## src/rtl/mem_arbiter.sv

```systemverilog
// Round-robin arbiter and sequencer sharing one single-port synchronous memory
// between NUM_REQ requesters: IDLE -> CMD (-> RD_WAIT for reads) -> IDLE.
module mem_arbiter #(
    parameter int NUM_REQ = 2,
    parameter int ADDR_W  = 10,
    parameter int DATA_W  = 8
) (
    input  logic                      clk,
    input  logic                      rst,
    input  logic [NUM_REQ-1:0]        req,
    input  logic [NUM_REQ-1:0]        req_wr,
    input  logic [NUM_REQ*ADDR_W-1:0] req_addr,
    input  logic [NUM_REQ*DATA_W-1:0] req_wdata,
    output logic [NUM_REQ-1:0]        gnt,
    output logic [NUM_REQ-1:0]        rsp_valid,
    output logic [DATA_W-1:0]         rsp_data,
    output logic                      mem_en,
    output logic                      mem_wr_rd,
    output logic [ADDR_W-1:0]         mem_addr,
    output logic [DATA_W-1:0]         mem_wr_data,
    input  logic [DATA_W-1:0]         mem_rd_data,
    output logic                      busy
);

    localparam int IDX_W = (NUM_REQ > 1) ? $clog2(NUM_REQ) : 1;

    typedef enum logic [1:0] {
        IDLE    = 2'd0,
        CMD     = 2'd1,
        RD_WAIT = 2'd2
    } state_t;

    state_t             r_state;
    logic [IDX_W-1:0]   r_ptr;
    logic [IDX_W-1:0]   r_owner;

    logic               w_found;
    logic [IDX_W-1:0]   w_idx;
    logic [IDX_W-1:0]   w_win;
    logic [IDX_W-1:0]   w_ptr_next;
    logic [NUM_REQ-1:0] w_onehot;

    // Round-robin search: first set req bit at or above r_ptr, wrapping.
    always_comb begin
        // NOTE: every combinational output gets a default first so no path leaves it unassigned (no latch).
        w_found  = 1'b0;
        w_idx    = '0;
        w_win    = '0;
        w_onehot = '0;
        for (int k = 0; k < NUM_REQ; k++) begin
            w_idx = IDX_W'((int'(r_ptr) + k) % NUM_REQ);
            if (!w_found && req[w_idx]) begin
                w_found = 1'b1;
                w_win   = w_idx;
            end
        end
        w_onehot[w_win] = 1'b1;
        w_ptr_next = (int'(w_win) == NUM_REQ - 1) ? '0 : w_win + 1'b1;
    end

    always_ff @(posedge clk or posedge rst) begin
        if (rst) begin
            // NOTE: clearing r_state here is what discards a read caught in RD_WAIT.
            r_state     <= IDLE;
            r_ptr       <= '0;
            r_owner     <= '0;
            gnt         <= '0;
            rsp_valid   <= '0;
            rsp_data    <= '0;
            mem_en      <= 1'b0;
            mem_wr_rd   <= 1'b0;
            mem_addr    <= '0;
            mem_wr_data <= '0;
            busy        <= 1'b0;
        end else begin
            // NOTE: sequential state uses <= only, so every read in this block sees pre-edge values.
            gnt       <= '0;
            rsp_valid <= '0;
            case (r_state)
                IDLE: begin
                    if (w_found) begin
                        r_state     <= CMD;
                        r_owner     <= w_win;
                        r_ptr       <= w_ptr_next;
                        gnt         <= w_onehot;
                        mem_en      <= 1'b1;
                        mem_wr_rd   <= req_wr[w_win];
                        mem_addr    <= req_addr[int'(w_win)*ADDR_W +: ADDR_W];
                        mem_wr_data <= req_wdata[int'(w_win)*DATA_W +: DATA_W];
                        busy        <= 1'b1;
                    end else begin
                        mem_en <= 1'b0;
                        busy   <= 1'b0;
                    end
                end
                CMD: begin
                    // mem_wr_rd still holds the granted operation here.
                    mem_en    <= 1'b0;
                    mem_wr_rd <= 1'b0;
                    if (mem_wr_rd) begin
                        r_state <= IDLE;
                        busy    <= 1'b0;
                    end else begin
                        r_state <= RD_WAIT;
                        busy    <= 1'b1;
                    end
                end
                RD_WAIT: begin
                    rsp_data           <= mem_rd_data;
                    rsp_valid[r_owner] <= 1'b1;
                    r_state            <= IDLE;
                    busy               <= 1'b0;
                end
                default: begin
                    r_state <= IDLE;
                    busy    <= 1'b0;
                end
            endcase
        end
    end

endmodule
```

## config.mk

```make
export PLATFORM = sky130hd
export DESIGN_NAME = mem_arbiter
export DESIGN_NICKNAME = d
export VERILOG_FILES = /design/src/rtl/mem_arbiter.sv
export SDC_FILE = /design/constraint.sdc
export NUM_CORES = 1
export LEC_CHECK = 0
export CELL_PAD_IN_SITES_DETAIL_PLACEMENT = 1
export CELL_PAD_IN_SITES_GLOBAL_PLACEMENT = 1
export CORE_MARGIN = 2
export CORE_UTILIZATION = 30
export CTS_BUF_LIST = sky130_fd_sc_hd__clkbuf_2
export DETAILED_ROUTE_END_ITERATION = 8
export PLACE_DENSITY = 0.94
export SLEW_MARGIN = 30
export SYNTH_ARGS = -nofsm -noshare
export SYNTH_HDL_FRONTEND = slang
export SYNTH_SLANG_ARGS = --single-unit
export TNS_END_PERCENT = 1
```

## constraint.sdc

```tcl
create_clock -name clk -period 1.5 [get_ports clk]
set_input_delay 0.3 -clock clk [delete_from_list [all_inputs] [get_ports clk]]
set_output_delay 0.3 -clock clk [all_outputs]
set_load 0.02 [all_outputs]
```

[After elaboration in Yosys (flattened, before gate mapping)]
Index checks and enable logic that the tools add are counted.
Operators by class
  add/subtract/negate cells: 2
  shift operators: 2
  reduce and logical (&&, ||, !) cells: 8
  equal/unequal tests: 3
  multiply operators: 1
  mux-type cells: 27
  $lt $le $gt $ge: 6
Operators by type and width (count)
  20-bit by 6-bit variable part select with 10-bit output: 1
  1-bit 2-to-1 mux: 16
  16-bit by 5-bit variable part select with 8-bit output: 1
  2-bit 2-to-1 mux: 5
  1-bit by 2-bit less-than comparator with 1-bit output (second input constant): 4
  1-bit case mux with 2 select lines: 3
  1-bit by 3-bit multiplier with 4-bit output (second input constant): 1
  2-bit case mux with 2 select lines: 1
  2-bit AND reduction: 2
  1-bit logical AND: 3
  1-bit adder (second input constant): 2
  1-bit demux with 1-bit select: 2
  2-bit by 1-bit == test with 1-bit output (second input constant): 1
  2-bit == test (second input constant): 1
  1-bit >= comparator (second input constant): 2
  2-bit zero test: 1
  2-bit inequality test (second input constant): 1
  2-bit nonzero test: 1
  1-bit zero test: 1
Storage, ports and cells
  output and inout port bits: 33
  bits in registers: 37
  word-level logic and storage cells: 60
  input port bits: 50

[Logic depth before layout (Yosys ltp)]
  depth in word-level cells: 12
  mapped depth: 5
  mapped depth without buffers: 4

[Worst setup path before layout]
No wires, ideal clock.
  path kind: flip-flop to flip-flop
  start point: register r_state[1]
  end point: register mem_addr[9]
  data required time: 1379 ps
  data arrival time: 1194 ps
  period minus slack after synthesis: 1315 ps
  cell stages (with the launch flop): 5
  path slack: 185 ps
  cells stage by stage: dfrtp_1 > or2_1 > buf_2 > a311o_1 > o22a_1
Between the ends
  cells in the longest elaborated chain, start to end: 2
RTL lines
  start, declared: line 33  | state_t r_state;
  start signal, assigned: line 64  | r_state <= IDLE;
  start signal, assigned: line 82  | r_state <= CMD;
  start signal, assigned: line 101  | r_state <= IDLE;
  2-bit zero test: line 79  | case (r_state)
  2-bit AND reduction (no line)
  end signal, assigned: line 88  | mem_addr <= req_addr[int'(w_win)*ADDR_W +: ADDR_W];
  end, declared: line 19  | output logic [ADDR_W-1:0] mem_addr,
Every way passes these cells.
A chain may end at the register's enable or synchronous reset.

[Worst setup path after layout]
  start point: register r_state[1]
  end point: register mem_addr[8]
Same word-level chain as after synthesis.

==> results <==
==> power groups by stage <==
stage	Clock, mW	Combinational [mW]	Sequential, mW
floorplan	0	0.815	2.23
global placement	0	2.62	1.71
detailed placement	0	2.71	1.73
CTS	0.439	2.42	1.70
global route	0.475	2.58	1.77
finish	0.411	2.38	1.69
==> registers in the layout, indices dropped and copies added, names as in the netlist <==
name and cells:
mem_wr_rd 1, r_ptr 1, mem_wr_data 8, mem_en 1, rsp_data 8, r_state 2, mem_addr 10, r_owner 1
busy 1, rsp_valid 2, gnt 2
==> stage by stage <==
step	setup TNS, ps	hold WS, ps	power, mW	setup slack (ps)
4_1_cts	0	247	4.55	1.96
3_3_place_gp	-1050	409	4.34	-124
3_5_place_dp	-3270	421	4.44	-228
2_1_floorplan	0	403	3.04	185
5_1_grt	-1.50	239	4.83	-1.50
6_report	0	262	4.48	61.0
==> area by class of cell <==
| cell class | instances | area, um^2 | share of cell area [%] |
|---|---|---|---|
| inverters | 37 | 139 | 5.33 |
| flip-flops and latches | 37 | 926 | 35.5 |
| multi-input cells | 68 | 495 | 19.0 |
| clock buffers | 6 | 30.0 | 1.15 |
| repair buffers | 95 | 923 | 35.4 |
| clock inverters | 1 | 3.75 | 0.144 |
| well taps | 70 | 87.6 | 3.36 |
==> cells by family (layout without fill, tap and decap cells) <==
| kind of cell | Yosys count | after routing | share of synthesized area (%) |
|---|---|---|---|
| DFF | 37 | 37 | 58.1 |
| buffers and inverters | 44 | 139 | 10.8 |
| and+or+nand+nor | 15 | 15 | 5.34 |
| AOI/OAI and AO/OA | 45 | 45 | 20.1 |
| muxes | 8 | 8 | 5.65 |
==> cell usage in the layout (no fill, tap or decap), types with 4 or more instances in the layout <==
cell             synthesis  layout
dfrtp_1                 37      37
o221ai_1                16      16
mux2_2                   8       8
clkbuf_2                 1       7
clkdlybuf4s50_1          0      49
nor2_1                   4       4
o21ai_0                 18      18
buf_12                   0       4
buf_4                    0       9
inv_1                   37      37
dlygate4sd2_1            0      32
==> what timing repair did <==
action | in CTS | in global routing
resized for setup | 33 | 2
buffers inserted | 0 | 1
endpoints found under the setup margin | 33 | 9
==> metal layers <==
| metal | wire, um | global-route usage (%) |
|---|---|---|
| met3 | 267 | 4.47 |
| met5 | 0 | 0 |
| met2 | 2400 | 30.3 |
| met1 | 1880 | 19.4 |
| met4 | 61 | 4.91 |
==> final timing paths <==
kind	startpoint	to	slack, ps	cells after the start
setup / recovery	r_state[1]	mem_addr[8]	60	4
hold / removal	rst	r_owner	260	3
setup reg to reg	r_state[1]	mem_addr[8]	60	4
hold reg to reg	r_owner	rsp_valid[0]	470	1
max in group asynchronous	rst	mem_wr_data[5]	1030	3
min in group clk	r_owner	rsp_valid[0]	470	1
==> tightest hold or removal path: stages <==
cell and delay [ps]:
clkdlybuf4s50_1 400, inv_1 100, buf_12 230
==> run summary <==
Vias: 1494
Synth top area share: 58.1%
first-pass GRT wire length: 7800 um
Arrival @ worst endpoint: 1700 ps
buffer and inverter count on the worst path: 1
Crit path max-delay family: flip-flops
leak pwr: 1.30 nW
Internal: 2.64 mW
Placed Area: 2610 um^2
largest net degree at the start of global routing: 38
DRT Pass-1 Iters: 4
detailed-placement wirelength estimate: 3550 um
Final Hold Viols: 0
hold-fix buffers at CTS: 0
syn_nets: 199
#FFs+latches synth: 37
Startpoint Class: flop
Fill cells: 590
vias per cell: 4.76
Root Buffer: clkbuf_2
Ports: 83
top cells by count, synth: dfrtp_1 (37), inv_1 (37), o21ai_0 (18), o221ai_1 (16), mux2_2 (8)
final worst-path cycle share: 95.9%
clk slew on worst S/H paths: 190 ps
CP required: 1760 ps
Inst Count DP: 306
Die Area: 5910 um^2
max incr delay on CP: 450 ps
Rows: 26
fin util: 51.0%
# setup viols final: 0
Post-Syn Area: 1590 um^2
Final Max Slew Viols: 0
Initial DRC Count: 47
Antenna Nets Post-Route: 0
diode count: 0
Mean Syn Cell Area: 10.7 um^2
Longest Clk Path Bufs: 2
Hold Path Class: in2async
clock share of power: 9.2%
fin cells: 314
Yosys top cell by area: dfrtp_1
Synth Warn #: 0
Num CTS Buffers: 5
Sw Share: 41.0%
CTS Sinks: 37
EDFF count, synth: 0
Slew HR: 75.0%
layout cells sized above 1: 12.7%
GPL Wtd Cong: 0.802
antenna violations before repair: 0
CTS tree: yes
final wirelength: 4610 um
Initial Util: 31.2%
pwr/cell area: 1720 nW/um^2
worst skew pair latency: 370 ps
Primary FF master, synth: dfrtp_1
slowest CP cell: dfrtp_1
Crit. End Element: flop
Syn Inst Count: 149
WL/cell: 14.7 um
Finished Cell Area: 2610 um^2
sequential area share after synthesis: 58.1%
port buffer count: 82
CORE AREA: 5110 um^2
Layout area overhead: 63.4%
Comb pwr share: 53.1%
outcome: finished clean
die width: 76.9 um
Max FO, Critical Path: 17
GRT Total Usage: 16.8%
Seq pwr share: 37.7%
Post-synth ARST share: 100%
Worst VDD drop: 0.000682 V
final net count: 294
DRC Markers: 0
NetSw: 1.84 mW
main area contributors after synthesis: dfrtp_1 (58%), o221ai_1 (8.8%), inv_1 (8.7%), o21ai_0 (5.7%), mux2_2 (5.7%)
maxcap violations: 0
grt total ovfl: 0
CP Cell Sequence: or2_1 -> buf_4 -> o21ai_0 -> o221ai_1
f_max: 0.695 GHz
crit path kind: reg2reg
Slew @ Worst Pin: 376 ps
DIE HEIGHT: 76.9 um
Tmin final: 1440 ps
distinct cell type count after synthesis: 23
clk_skew: 23.9 ps
htree depth: 2
vias in the first global route: 1647
Note: power is estimated with default switching activity, not from simulation.
